[config.mk]
export PLATFORM = sky130hd
export DESIGN_NAME = reverser
export DESIGN_NICKNAME = d
export VERILOG_FILES = /design/src/rtl/reverser_pkg.sv /design/src/rtl/reverser_bit_rev.sv /design/src/rtl/reverser.sv
export SDC_FILE = /design/constraint.sdc
export NUM_CORES = 1
export LEC_CHECK = 0
export CAP_MARGIN = 20
export CORE_AREA = 5 5 42 44
export CTS_BUF_LIST = sky130_fd_sc_hd__clkbuf_4 sky130_fd_sc_hd__clkbuf_8
export DETAILED_ROUTE_END_ITERATION = 10
export DIE_AREA = 0 0 47 49
export REMOVE_ABC_BUFFERS = 1
export SYNTH_ARGS = -nofsm -noshare
export SYNTH_HDL_FRONTEND = slang
export SYNTH_SLANG_ARGS = --single-unit
[constraint.sdc]
create_clock -name clk -period 0.86 [get_ports clk]
set_clock_uncertainty 0.05 [all_clocks]
set_input_delay 0.129 -clock clk [delete_from_list [all_inputs] [get_ports clk]]
set_output_delay 0.129 -clock clk [all_outputs]
set_load 0.01 [all_outputs]
[src/rtl/reverser_pkg.sv]
// Shared constants and helpers for the reverser block.
// Used by reverser and bit_rev; safe to import elsewhere.
package reverser_pkg;

  localparam int DEFAULT_WIDTH = 8;
  localparam int MAX_WIDTH = 64;

  function automatic logic [MAX_WIDTH-1:0] bit_reverse(
    input logic [MAX_WIDTH-1:0] x,
    input int                   w
  );
    logic [MAX_WIDTH-1:0] r;
    r = '0;
    for (int i = 0; i < MAX_WIDTH; i++) begin
      if (i < w) r[i] = x[w-1-i];
    end
    return r;
  endfunction

endpackage

[src/rtl/reverser_bit_rev.sv]
// Purely combinational bit-order reversal.
// out[i] = in[WIDTH-1-i].
module bit_rev
  import reverser_pkg::*;
#(
  parameter int WIDTH = DEFAULT_WIDTH
) (
  input  logic [WIDTH-1:0] in,
  output logic [WIDTH-1:0] out
);

  for (genvar i = 0; i < WIDTH; i++) begin : g_rev
    assign out[i] = in[WIDTH-1-i];
  end

endmodule

[src/rtl/reverser.sv]
// Registered conditional bit reverser, 1-cycle latency.
// Optional parity output enabled by REVERSER_PARITY_EN.
module reverser
  import reverser_pkg::*;
#(
  parameter int WIDTH = DEFAULT_WIDTH
) (
  input  logic             clk,
  input  logic             rst,
  input  logic [WIDTH-1:0] in,
  input  logic             dir,
  input  logic             in_valid,
  output logic [WIDTH-1:0] rev1,
`ifdef REVERSER_PARITY_EN
  output logic             parity,
`endif
  output logic             out_valid
);

  logic [WIDTH-1:0] flipped;
  logic [WIDTH-1:0] result;

  bit_rev #(.WIDTH(WIDTH)) u_rev (
    .in  (in),
    .out (flipped)
  );

  assign result = dir ? flipped : in;

  always_ff @(posedge clk) begin
    if (rst) begin
      rev1      <= '0;
      out_valid <= 1'b0;
    end else if (in_valid) begin
      rev1      <= result;
      out_valid <= 1'b1;
    end else begin
      out_valid <= 1'b0;
    end
  end

`ifdef REVERSER_PARITY_EN
  always_ff @(posedge clk) begin
    if (rst)
      parity <= 1'b0;
    else if (in_valid)
      parity <= ^result;
  end
`endif

endmodule

==> results.yml, run 1 <==
run_status:
  status: "complete, but fails checks"
  violations: "negative setup slack"
worst_setup_path:
  cp_num_buf_inv: 1
  crit_fanout: 2
  cp_slowest_stage_delay_ps: 330
  end_kind: "output port"
  cp_cell_sequence: "buf_6"
  critPathRequiredTime_ps: 680
  path_class: "reg2out"
  arrival_ps: 700
  crit_family: "flip-flops"
  cp_slowest_cell: "dfxtp_2"
  start_kind: "flip-flop"
sta:
  timing.setup.tns_ps: -86.4
  worst_slew_pin_slew_ps: 154
  whs_ps: 339
  timing.final.crit_period_ps: 878
  finalCritPeriodShare: 1.02
  setup_viol: 9
  max_slew_margin: 0.894
  final-hold-violation-count: 0
  rsz0062_at_grt: "true"
  fin_ws_ps: -17.6
  max_clock_freq_ghz: 1.14
  drv_slew: 0
power_and_ir_drop:
  power.density_nw_per_um2: 1540
  irDropWorstVdd_uv: 701
  leakage_nw: 0.320
cts:
  clk_latency_ps: 260
  cts.clk_slew.worst_paths_ps: 60
  cts_buffers: 3
  h-tree-depth: 1
  hold_buffers: 0
  numClockSinks: 9
  cts_tree: "yes"
  root_buffer: "clkbuf_4"
  cts_buffer_depth: 2
layout:
  nets: 81
  multi_input_area_um2: 176
  register_area_um2: 190
  syn_to_final_growth_pct: 80.1
  drive_above_1_share: 0.456
  final_cell_area_um2: 703
  diodes: 0
  nFillCells: 166
yosys:
  synth.distinct_cells: 8
  synth-seq-cells: 9
  syn_area_per_cell_um2: 10.3
  ys_warn_count: 0
  synth_sequential_area_ratio: 0.462
  yosysTopAreaCell: "dfxtp_1"
  synth_top_area_share: 0.462
  synth_cells: 38
  synth_area_leaders: "dfxtp_1 46%, mux2i_1 21%, a211oi_1 15%, nor2_1 7.7%, buf_6 5.8%"
  syn_area_um2: 390
placement:
  dp_hpwl_um: 742
  placed_cell_area_um2: 637
  io_buffers: 20
  gp_congestion: 0.573
hold_path:
  hold_path.class: "in2reg"
floorplan:
  floorplan.initialDensity: 0.279
  die_area_um2: 2300
  rows: 14
  core-area_um2: 1400
  io_pins: 21
  die_h_um: 49
  die_w_um: 47
drt:
  vias: 378
  wl_per_cell_um: 11.8
  firstDrtPassIters: 3
  drt-initial-drc-count: 2
  antenna_left: 0
  remaining_drc_errors: 0
  routed_wirelength_um: 993
  vias_per_cell: 4.50
global_routing:
  grt_max_degree: 10
  antenna_found_initial: 0
  grt-ovfl-total: 0
  track_usage: 0.106
  grt_pass1_vias: 404
  grt_first_pass_wirelength_um: 1760
flow_run:
  maxCapViolations: 0
path summary, 6_finish.rpt:
path	from	to	slack [ps]	cells past startpoint
max reg2reg	rev1[3]	rev1[3]	70	3
min	in_valid	rev1[7]	340	3
max	rev1[7]	rev1[7]	-20	1
min reg2reg	rev1[5]	rev1[5]	440	2
flip-flops by register name, indices dropped and copies added, names as in the netlist:
signal,flops
out_valid,1
rev1,8
power breakdown:
part	internal (mW)	switching (mW)	leakage (nW)
clock network	0.210	0.147	0.0184
registers	0.453	0.0196	0.0772
logic	0.161	0.0912	0.225
total	0.825	0.258	0.320
per-layer routing:
layer	routed length, um	global-route usage	vias up
li1	-	-	196
met2	472	0.154	14
met3	95	0.0443	2
met1	414	0.128	166
met4	10	0.0553	0
met5	0	0	-
cells in the final DEF (no fill, tap or decap):
master            n
nor2b_1           1
a211oi_1          8
buf_6            11
clkbuf_4          4
dfxtp_2           8
dlygate4sd2_1     2
mux2i_1           8
buf_2             2
clkdlybuf4s50_1   9
nor2_1            8
dfxtp_1           1
buf_4             6
cells in the mapped netlist:
| master | number |
|---|---|
| dfxtp_1 | 9 |
| mux2i_1 | 8 |
| buf_4 | 1 |
| nor2b_1 | 1 |
| a211oi_1 | 8 |
| nor2_1 | 8 |
| buf_6 | 2 |
| buf_1 | 1 |
cell families after synthesis:
family,share of synthesized area
DFF,0.462
AOI/OAI and AO/OA,0.154
muxes,0.205
buffers and inverters,0.0865
and+or+nand+nor,0.0930
cell type report:
cell class | instances | share of cell area
timing repair buffer | 30 | 0.407
sequential | 9 | 0.270
clock buffer | 4 | 0.0427
multi-input combinational | 25 | 0.251
tap | 16 | 0.0285
tightest hold or removal path, stage by stage:
cell and delay, ps:
dlygate4sd2_1 270, buf_6 140, a211oi_1 60
what timing repair did:
item                                    CTS  global route
resized for setup                        57             0
cloned                                    1             0
pin swaps                                 0             0
endpoints found under the setup margin   17             9
buffers inserted                          0             1
through the flow:
stage          setup WS [ps]   util  instances  total power [mW]
2_1_floorplan            142      -         34             0.537
3_3_place_gp            -347  0.454         78             0.709
3_5_place_dp            -377  0.454         78             0.713
4_1_cts                -29.8  0.496         83              1.10
5_1_grt                -54.4  0.502         84              1.15
6_report               -17.6  0.502         84              1.08
No activity file was read; power rests on OpenSTA's default activity.
==> run 2, diff against run 1 <==
--- a/config.mk
+++ b/config.mk
@@ -5,11 +5,13 @@
 export SDC_FILE = /design/constraint.sdc
 export NUM_CORES = 1
 export LEC_CHECK = 0
+export ABC_AREA = 1
 export CAP_MARGIN = 20
 export CORE_AREA = 5 5 42 44
-export CTS_BUF_LIST = sky130_fd_sc_hd__clkbuf_4 sky130_fd_sc_hd__clkbuf_8
+export CTS_BUF_LIST = sky130_fd_sc_hd__clkbuf_4 sky130_fd_sc_hd__clkbuf_8 sky130_fd_sc_hd__clkbuf_16
 export DETAILED_ROUTE_END_ITERATION = 10
 export DIE_AREA = 0 0 47 49
+export PLACE_DENSITY = 0.71
 export REMOVE_ABC_BUFFERS = 1
 export SYNTH_ARGS = -nofsm -noshare
 export SYNTH_HDL_FRONTEND = slang
==> results.yml, run 2 <==
yosys:
  synth_area_leaders: "dfxtp_1 37%, nor2_1 13%, nand2_1 11%, nor2_2 9.0%, o21ai_0 8.3%"
  synth-async-reset-ratio: 0
  synth_cells: 71
  yosysTopAreaCell: "dfxtp_1"
  synth_top_area_share: 0.372
  synthFlopType: "dfxtp_1"
  syn_area_per_cell_um2: 6.82
  synth_sequential_area_ratio: 0.372
  synth_edf_count: 0
  synth.distinct_cells: 10
  synth.most_common_cell: "nor2_1"
  synth-seq-cells: 9
  syn_area_um2: 484
  synthTopCellsByCount: "17 x nor2_1, 14 x nand2_1, 10 x inv_1, 9 x dfxtp_1, 8 x o21ai_0"
  ys_warn_count: 0
drt:
  vias: 479
  routed_wirelength_um: 1040
  antenna_left: 0
  wl_per_cell_um: 9.10
  firstDrtPassIters: 4
  remaining_drc_errors: 0
  drt-initial-drc-count: 2
  vias_per_cell: 4.20
power_and_ir_drop:
  total_power_mw: 1.10
  clkPwrFrac: 0.334
  pwr-share-comb: 0.238
  p_seq_frac: 0.428
  leakage_nw: 0.381
  p_sw_frac: 0.261
  p_switching_uw: 286
  internal_power_uw: 811
  power.density_nw_per_um2: 1450
  irDropWorstVdd_uv: 836
sta:
  fin_ws_ps: -17.3
  max_slew_margin: 0.906
  whs_ps: 356
  timing.final.crit_period_ps: 877
  max_clock_freq_ghz: 1.14
  setup_viol: 8
  drv_slew: 0
  worst_slew_pin_slew_ps: 140
  finalCritPeriodShare: 1.02
  rsz0062_at_grt: "true"
  final-hold-violation-count: 0
cts:
  cts_buffers: 3
  cts_buffer_depth: 2
  cts.clk_slew.worst_paths_ps: 70
  numClockSinks: 9
  h-tree-depth: 1
  hold_buffers: 0
  root_buffer: "clkbuf_4"
  clk_latency_ps: 260
  cts_tree: "yes"
floorplan:
  die_area_um2: 2300
  die_h_um: 49
  core-area_um2: 1400
  floorplan.initialDensity: 0.346
  die_w_um: 47
  io_pins: 21
  rows: 14
layout:
  nets: 111
  largest_register_ffs: 8
  max_flop_register: "rev1"
  final_common_cell: "nor2_1"
  final_cell_mix: "17 x nor2_1, 14 x nand2_1, 10 x buf_6, 9 x inv_1, 9 x clkdlybuf4s50_1"
  largestRegisters: "rev1 (8), out_valid (1)"
  syn_to_final_growth_pct: 55.8
  final_cell_area_um2: 754
  diodes: 0
  fin_cells: 114
  nFillCells: 151
  drive_above_1_share: 0.388
worst_setup_path:
  cp_cell_sequence: "buf_6"
  start_kind: "flip-flop"
  crit_fanout: 2
  cp_slowest_cell: "dfxtp_2"
  cp_num_buf_inv: 1
  critPathRequiredTime_ps: 680
  arrival_ps: 700
  end_kind: "output port"
  path_class: "reg2out"
  cp_slowest_stage_delay_ps: 330
  crit_family: "flip-flops"
placement:
  io_buffers: 20
  gp_congestion: 0.703
  place_ws_ps: -309
  placed_cell_area_um2: 692
  dp_cells: 108
  dp_hpwl_um: 804
global_routing:
  grt_first_pass_wirelength_um: 1670
  grt-ovfl-total: 0
  grt_max_degree: 9
  track_usage: 0.101
  antenna_found_initial: 0
  grt_pass1_vias: 409
run_status:
  status: "complete, but fails checks"
  violations: "negative setup slack"
flow_run:
  maxCapViolations: 0
hold_path:
  hold_path.class: "in2reg"
[run 2: changes by cell type after synthesis, sizes merged, moves of 8 or more]
| cell | delta |
|---|---|
| nand2 | +16 |
| nor2 | +17 |
| mux2i | -8 |
| inv | +10 |
| o21ai | +8 |
| a211oi | -8 |
[run 2: repair_timing]
item / 4_1_cts / 5_1_grt
endpoints found under the setup margin: 14 / 16
cloned: 1 / 0
buffers inserted: 0 / 1
gates resized for setup: 54 / 4
[run 2: path summary, 6_finish.rpt]
check | cells past startpoint | from | to | slack, ps
worst max-delay path | 1 | rev1[5] | rev1[5] | -20
worst min-delay path | 4 | in_valid | out_valid | 360
worst max register to register | 3 | rev1[3] | rev1[3] | 110
worst min register to register | 2 | rev1[2] | rev1[2] | 470
[run 2: power by group through the flow]
stage / Clock [mW] / Sequential [mW] / Combinational, mW
floorplan: 0 / 0.482 / 0.0778
global placement: 0 / 0.468 / 0.248
detailed placement: 0 / 0.468 / 0.253
CTS: 0.378 / 0.469 / 0.255
global route: 0.410 / 0.474 / 0.289
finish: 0.366 / 0.470 / 0.261
[run 2: per-layer routing]
metal | part of all wire | up-vias | track usage | wire length [um]
li1 | - | 264 | - | -
met1 | 0.45 | 201 | 0.126 | 471
met2 | 0.45 | 14 | 0.138 | 465
met3 | 0.096 | 0 | 0.0517 | 100
met4 | 0 | 0 | 0.0553 | 0
met5 | 0 | - | 0 | 0
[run 2: metrics by stage]
step	utilization	TNS, ps
3_3_place_gp	0.494	-3650
4_1_cts	0.528	-188
3_5_place_dp	0.494	-3840
6_report	0.538	-84.7
2_1_floorplan	-	0
5_1_grt	0.538	-418
[run 2: layout make-up]
class	instances	area, um^2	share of cell area
well taps	16	20.0	0.0265
clock buffers	4	30.0	0.0398
multi-input cells	49	224	0.297
flip-flops and latches	9	190	0.252
inverters	10	37.5	0.0498
repair buffers	26	253	0.335
[run 2: cells by family after synthesis]
family                 Yosys count  share of synthesized area
AND/OR/NAND/NOR                 41                      0.380
AO/OA/AOI/OAI                    8                     0.0827
flip-flops                       9                      0.372
buffers and inverters           13                      0.165
[run 2: worst min-delay path, cell delays in order]
cell and delay [ps]:
dlygate4sd2_1 270, buf_2 150, inv_1 50, nor2_1 30
